### src/rtl/router_pkt_fifo.sv
// router_pkt_fifo: packet-aware output FIFO for one port of the 1x3 router.
//
// Each stored word carries a header flag, taken from lfd_r when the word is
// pushed. The read side uses that flag and the length field of header words
// to track packet progress. It reports pkt_active while a packet is partly
// read, and raises pkt_done for one cycle after the last word of a packet
// has been popped.
//
// Optional feature macro: ROUTER_FIFO_OVF_FLAG_EN
//   defined   : overflow is a sticky flag, set by a write attempted while full.
//   undefined : overflow is tied to 0 and no register is built for it.
//
// Ports:
//   clock       rising-edge clock
//   reset_n     synchronous active-low reset (highest priority)
//   soft_reset  synchronous flush from the router FSM timeout
//   write_en    push request (dropped while full)
//   read_en     pop request (ignored while empty)
//   lfd_state   high in the cycle before a header word is written
//   data_in     write data
//   data_out    registered read data, holds its value between pops
//   empty       FIFO holds no words
//   full        FIFO holds 2^DEPTH_LOG2 words
//   count       occupancy, 0 .. 2^DEPTH_LOG2
//   pkt_active  a packet is partly read
//   pkt_done    one-cycle pulse after the last word of a packet is popped
//   overflow    sticky write-while-full flag (0 unless the macro is defined)
module router_pkt_fifo #(
    parameter int unsigned DATA_W     = 8,
    parameter int unsigned DEPTH_LOG2 = 4,
    parameter int unsigned LEN_LSB    = 2
) (
    input  logic                  clock,
    input  logic                  reset_n,
    input  logic                  soft_reset,
    input  logic                  write_en,
    input  logic                  read_en,
    input  logic                  lfd_state,
    input  logic [DATA_W-1:0]     data_in,
    output logic [DATA_W-1:0]     data_out,
    output logic                  empty,
    output logic                  full,
    output logic [DEPTH_LOG2:0]   count,
    output logic                  pkt_active,
    output logic                  pkt_done,
    output logic                  overflow
);

    localparam int unsigned DEPTH   = 1 << DEPTH_LOG2;
    localparam int unsigned PTR_W   = DEPTH_LOG2 + 1;
    localparam int unsigned ENTRY_W = DATA_W + 1;
    localparam int unsigned LEN_W   = DATA_W - LEN_LSB;
    localparam int unsigned REM_W   = LEN_W + 1;

    // Storage: each entry is {hdr, data}
    logic [ENTRY_W-1:0] mem [DEPTH];

    logic [PTR_W-1:0]   wptr;
    logic [PTR_W-1:0]   rptr;
    logic [REM_W-1:0]   remain;
    logic               lfd_r;

    logic               clear;
    logic               push;
    logic               pop;
    logic [ENTRY_W-1:0] rd_entry;
    logic               rd_hdr;
    logic [DATA_W-1:0]  rd_data;
    logic [LEN_W-1:0]   rd_len;

    // Reset and flush clear the same state; both override push and pop
    assign clear = !reset_n || soft_reset;
    assign push  = !clear && write_en && !full;
    assign pop   = !clear && read_en && !empty;

    // Head-of-queue entry and its fields
    assign rd_entry          = mem[rptr[DEPTH_LOG2-1:0]];
    assign {rd_hdr, rd_data} = rd_entry;
    assign rd_len            = rd_data[DATA_W-1:LEN_LSB];

    // Status derived from registers; the extra pointer bit separates full from empty
    assign empty      = (wptr == rptr);
    assign full       = (wptr[PTR_W-1] != rptr[PTR_W-1]) &&
                        (wptr[DEPTH_LOG2-1:0] == rptr[DEPTH_LOG2-1:0]);
    assign count      = wptr - rptr;
    assign pkt_active = (remain != '0);

    // Memory array is not reset; stale contents are never read past wptr
    always_ff @(posedge clock) begin
        if (push) begin
            mem[wptr[DEPTH_LOG2-1:0]] <= {lfd_r, data_in};
        end
    end

    // Header-flag register: delays lfd_state so it lines up with the header push
    always_ff @(posedge clock) begin
        if (clear) begin
            lfd_r <= 1'b0;
        end else begin
            lfd_r <= lfd_state;
        end
    end

    // Write and read pointers
    always_ff @(posedge clock) begin
        if (clear) begin
            wptr <= '0;
            rptr <= '0;
        end else begin
            if (push) begin
                wptr <= wptr + PTR_W'(1);
            end
            if (pop) begin
                rptr <= rptr + PTR_W'(1);
            end
        end
    end

    // Read data and packet tracking.
    // A header reloads remain with len+1 (payload plus parity) even when the
    // previous packet was truncated, so a truncated packet never pulses done.
    // Non-header words outside a packet pass through with remain left at 0.
    always_ff @(posedge clock) begin
        if (clear) begin
            data_out <= '0;
            remain   <= '0;
            pkt_done <= 1'b0;
        end else begin
            pkt_done <= 1'b0;
            if (pop) begin
                data_out <= rd_data;
                if (rd_hdr) begin
                    remain <= REM_W'(rd_len) + REM_W'(1);
                end else if (remain != '0) begin
                    remain   <= remain - REM_W'(1);
                    pkt_done <= (remain == REM_W'(1));
                end
            end
        end
    end

`ifdef ROUTER_FIFO_OVF_FLAG_EN
    logic overflow_r;

    // Sticky write-while-full flag
    always_ff @(posedge clock) begin
        if (clear) begin
            overflow_r <= 1'b0;
        end else if (write_en && full) begin
            overflow_r <= 1'b1;
        end
    end

    assign overflow = overflow_r;
`else
    assign overflow = 1'b0;
`endif

endmodule

### config.mk
export PLATFORM = sky130hd
export DESIGN_NAME = router_pkt_fifo
export DESIGN_NICKNAME = d
export VERILOG_FILES = /design/src/rtl/router_pkt_fifo.sv
export SDC_FILE = /design/constraint.sdc
export NUM_CORES = 1
export LEC_CHECK = 0
export CORE_MARGIN = 3
export CORE_UTILIZATION = 35
export CTS_BUF_LIST = sky130_fd_sc_hd__clkbuf_8
export DETAILED_ROUTE_END_ITERATION = 12
export PLACE_DENSITY = 0.62
export SETUP_SLACK_MARGIN = 0.05
export SLEW_MARGIN = 20
export SYNTH_ARGS = -nofsm -noshare
export SYNTH_HDL_FRONTEND = slang
export SYNTH_SLANG_ARGS = --single-unit
### constraint.sdc
create_clock -name clock -period 4.2 [get_ports clock]
set_input_delay 1.26 -clock clock [delete_from_list [all_inputs] [get_ports clock]]
set_output_delay 1.26 -clock clock [all_outputs]
set_load 0.02 [all_outputs]
[Word level (Yosys, flattened, before mapping)]
Memory sizes are Yosys's and may differ from the RTL's. A register that Yosys moved wholly into a read port is not among the register bits.
Cells that the tools add are included.
Storage, ports and cells
  register bits after elaboration: 27
  bits in latches: 0
  RAM bits: 144
  ROM bits: 0
  input bits: 14
  memories: 1
Operators by class
  $add $sub $neg: 5
  multipliers: 0
  divide/modulo/power cells: 0
  $lt $le $gt $ge: 0
  equal/unequal tests: 4
  shifts and indexed selects: 0
  mux-type cells: 6
  bitwise gates (word level): 2
  reduce and logical (&&, ||, !) cells: 14
Memories
  mem: depth 16, width 9, read ports 1, clocked after Yosys merged registers in 1, wr ports 1, line 56  | logic [ENTRY_W-1:0] mem [DEPTH];
Operators by type and width (count)
  $mux W7: 2
  $add A5 B1 Y5 const B: 2
  $mux W4: 2
  $add A6 B1 Y7 const B: 1
  $eq A7 B1 Y1 const B: 1
  $reduce_bool A7 Y1: 1
  $sub A7 B1 Y7 const B: 1
  $eq A5 B5 Y1: 1
  $logic_and A1 B1 Y1: 5
  $sub A5 B5 Y5: 1
  $eq A4 B4 Y1: 1
  $logic_not A1 Y1: 4
  $reduce_or A4 Y1: 1
  $mux W1: 2
  $not A1 Y1: 2
  $reduce_and A2 Y1: 1
  $reduce_bool A2 Y1: 1
  $logic_or A1 B1 Y1: 1
  $ne A1 B1 Y1: 1

[Depth between registers and ports, before layout]
Gate-level depths: netlist of run 1.
  depth in word-level cells: 7
  depth in mapped cells: 11

[Worst setup path after synthesis of run 1]
OpenSTA, ideal clock, no wires.
  path type: in2reg
  from: input port soft_reset
  to: memory mem[3][0] (netlist name), enable pin
  arrival: 2.555 ns
  required time: 3.813 ns
  setup slack: 1.258 ns
  cell stages on the path: 5
  buffers on the path: 1
  cell sequence: nand2b_1 -> buf_1 -> nor2_1 -> nand2_1 -> nor3_1
On the way
  longest elaborated chain between the ends: 6
Ends and longest elaborated chain
  start: declaration: line 35  | input logic soft_reset,
  $logic_or A1 B1 Y1: line 72  | assign clear = !reset_n || soft_reset;
  $logic_not A1 Y1: line 73  | assign push = !clear && write_en && !full;
  $logic_and A1 B1 Y1 (2 in a row): line 73
  $mux W1: line 90  | if (push) begin
  $mux W1 (implied by the code): line 91  | mem[wptr[DEPTH_LOG2-1:0]] <= {lfd_r, data_in};
  end: declaration: line 56
Every way passes these cells.

[Worst setup path in the final report of run 1]
  from: register wptr[0]
  to: output port count[4]
On the way
  longest elaborated chain between the ends: 1
Ends and longest elaborated chain
  start: declaration: line 58  | logic [PTR_W-1:0] wptr;
  start signal: assignment: line 111  | wptr <= wptr + PTR_W'(1);
  $sub A5 B5 Y5: line 85  | assign count = wptr - rptr;
  end: declaration: line 43  | output logic [DEPTH_LOG2:0] count,
Every way passes these cells.

==> results by group, run 1 <==
Place
  – I/O Buffers: 30
  – Post-DP HPWL: 10000 µm
  – RePlAce Congestion: approximately 0.83
  – Placed insts: 727
  – Placed cell area: just under 8000 µm²

Finish
  – Ant. Diodes: 0
  – Synth-to-Final Area Change: 15.0%
  – Non-Filler Instances: 759
  – Final net count: between 500 and 600
  – Util after Layout: 41.4%
  – Layout cells sized above 1: 19.4%
  – Post-route cell area: just over 8000 µm²
  – Final-layout fill cell count: between 1500 and 2000

Clock network
  – Post-CTS Resized: 0
  – Cts hold-fix bufs: 0
  – CTS tree: built
  – Num Clock Sinks: between 150 and 200
  – Worst-skew pair later-pin latency: about 450 ps
  – CTS Buffer Depth: 2
  – CTS Root Cell: clkbuf_8
  – Setup bufs post-CTS: 0
  – H-tree level count: 4
  – Clk slew on worst S/H paths: about 90 ps
  – CTS buffer count: 17

Worst setup path
  – CP max stage cell: clkdlybuf4s50_1
  – CP Data Arrival Time: about 2600 ps
  – CP most frequent cell: inv_1
  – End of the worst register-to-register path: remain[0]
  – Setup Crit Path Kind: register to output port
  – Worst setup SP type: register
  – Path depth of the worst reg2reg path: 8
  – Worst Path Required: around 2900 ps
  – Crit-path max cell delay: approximately 610 ps
  – Worst R2R Setup Slack: ~1100 ps
  – Crit path max fanout: 4
  – Cell Chain, Critical Path: inv_1 -> ha_1 -> fa_1 -> inv_1 -> a21o_1 -> a21oi_1 -> xnor2_1 -> clkdlybuf4s50_1
  – Critical Path End Type: output port

Global route
  – First-pass GRT wire length: between 20000 and 25000 µm
  – Gr usage total: around 15%
  – Number of global-route vias before repair: between 3000 and 4000
  – Largest net degree at the start of global routing: 25
  – Initial antenna violation count: 0
  – Residual overflow from global routing: 0

Die
  – Die width: 148 µm
  – Row cnt: a little over 50
  – I/O Pins: 32
  – Placeable core area: 19700 µm²
  – DIE AREA: 22000 µm²
  – Chip height: approximately 150 µm
  – Initial Util: a little over a third

Synth
  – Async set-or-reset flop fraction in the synthesized netlist: 0%
  – Post-Syn Nets: 456
  – Largest cells by area after synthesis: edfxtp_1 61%, mux4_2 13%, dfxtp_1 8.7%, ha_1 2.3%, nand2_1 1.8%
  – Synthesized instance count: ~430
  – Synthesized area: roughly 7000 µm²
  – Yosys top cell area share: about three fifths
  – Synth Flop Type: edfxtp_1
  – Synth warn: 0
  – Post-synthesis sequential area ratio: slightly below 70%
  – Mapped Avg Cell Area: roughly 17 µm²
  – Largest area contributor in the netlist: edfxtp_1
  – Number of synthesized flops with an enable pin: 144
  – Register bit count reported by yosys: ~180
  – Cell variety after synth: 46

STA
  – Least-Margin Pin Slew: ~750 ps
  – RSZ-0062 raised after global routing: no
  – Fin Setup TNS: 0 ps
  – Fmax achieved: roughly 260 MHz
  – Normalized max-slew margin: between 50 and 60%
  – Final period util: 92.2%
  – Slew Viols, Final: 0
  – Clk_skew: approximately 12 ps
  – Final setup violation count: 0
  – Min Clock Period, post-route: slightly below 4000 ps
  – Final hold vios: 0

Detailed routing
  – WL final: roughly 15000 µm
  – Via density per instance: about 5.2
  – Post-route ant nets: 0
  – Vias: just under 4000
  – Starting DRC count in detailed routing: approximately 440
  – Drt drc: 0
  – WL/cell: around 20 µm
  – DRT Pass-1 Iters: 5

Pwr
  – Leak: 2.57 nW
  – Max VDD drop: between 150 and 200 µV
  – Design Power: 3.07 mW
  – PD cells: roughly 380 nW/µm²

Run status
  – Outcome: complete, no violations

Worst hold path
  – Tightest Hold Check Type: register to register
  – Hold path cells: 2
  – Worst hold endpoint: data_out[3]
  – Hold path startpoint: data_out[3]

Flow run
  – Maxcap violations: 0
[final cells by class]
| type | instances | area (µm²) | share of cell area [%] |
|---|---|---|---|
| well taps | 265 | 332 | 4.06 |
| multi-input cells | 220 | 2000 | 24.5 |
| inverters | 13 | 48.8 | 0.598 |
| clock buffers | 17 | 234 | 2.87 |
| flip-flops and latches | 175 | 4950 | 60.6 |
| repair buffers | 54 | 480 | 5.89 |
| clock inverters | 15 | 121 | 1.49 |
[power breakdown]
part	switching (mW)	total, mW	internal [mW]
clock	0.602	1.06	0.463
combinational	0.0662	0.115	0.0489
sequential	0.00766	1.89	1.88
[metal layers]
layer / vias to the layer above / routed length, µm / GRT usage (%)
met5: - / 0 / 0
met4: 0 / 275 / 4.71
met3: 18 / 1000 / 3.50
met2: 135 / 7190 / 22.6
met1: 2002 / 6790 / 20.5
li1: 1764 / - / -
[cells in the mapped netlist (2+ instances only)]
master / number
edfxtp_1: 144
mux4_2: 40
nand2_1: 34
nor2_1: 32
dfxtp_1: 31
a21oi_1: 16
ha_1: 13
inv_1: 12
a22oi_1: 10
nor3_1: 9
xnor2_1: 9
xor2_1: 7
buf_2: 6
clkbuf_1: 6
nand3_1: 5
buf_1: 4
nor2b_1: 4
a211oi_1: 3
nand2b_1: 3
nand4_1: 3
o21ai_0: 3
o21ai_1: 3
a21o_1: 2
and2_1: 2
buf_4: 2
buf_6: 2
o211ai_1: 2
o22ai_1: 2
or3_1: 2
[registers in the layout, summed over array words and instances (netlist names), named ones only]
name,cells
wptr,5
remain,7
pkt_done,1
lfd_r,1
mem,144
data_out,8
rptr,5
[cells by family after synthesis]
| kind of cell | count (synthesis) | share of synthesized area [%] |
|---|---|---|
| flops | 175 | 69.6 |
| simple gates | 99 | 6.26 |
| compound gates | 49 | 4.51 |
| other cells | 1 | 0.0528 |
| xor+xnor | 16 | 1.97 |
| mux | 41 | 12.8 |
| buf+inv | 33 | 2.17 |
| fa+ha+maj | 14 | 2.57 |
[worst max path at each step]
| stage | start | end | slack [ps] | cells past startpoint |
|---|---|---|---|---|
| after detailed placement | wptr[0] | count[4] | 800 | 8 |
| final | wptr[0] | count[4] | 330 | 8 |
| after global routing | wptr[0] | count[4] | 80 | 8 |
| after global placement | wptr[0] | count[4] | 830 | 8 |
| after floorplan | soft_reset | mem[3][0] | 1260 | 5 |
| after CTS | wptr[0] | count[4] | 290 | 8 |
[cells in the final DEF, fill, tap and decap left out, drive strengths merged, types with 2 or more instances in the layout]
cell type and n:
nand2b 3, or3 2, a2111oi 2, o211ai 2, nor2 32, nor2b 4, nand3 5, and2 2
ha 13, a21o 2, a22oi 10, o22ai 2, nor3 9, xor2 7, edfxtp 144, xnor2 9
o21ai 7, dfxtp 31, a21oi 16, clkinv 7, inv 16, clkdlybuf4s50 30, buf 24, clkbuf 17
mux4 40, a211oi 3, nand2 34, nand4 3, clkinvlp 4
[stage by stage]
step                setup WS (ps)  hold slack, ps
floorplan                    1260             483
global placement              827             448
detailed placement            802             453
CTS                           286             465
global route                 77.9             491
finish                        326             462
[worst max-delay path: cells and delay by family, from the launching register on]
kind	cells	cell delay, ps
flops	1	390
fa+ha+maj	2	650
compound gates	2	190
xor+xnor	1	130
buf+inv	3	790
Power figures use the tool's default switching activity.
==> run 2: changes to the inputs <==
- CAP_MARGIN: unset -> 20
- TNS_END_PERCENT: unset -> 10
==> results of run 2 <==
The final DEF is identical to that of run 1; final timing and power are the same.
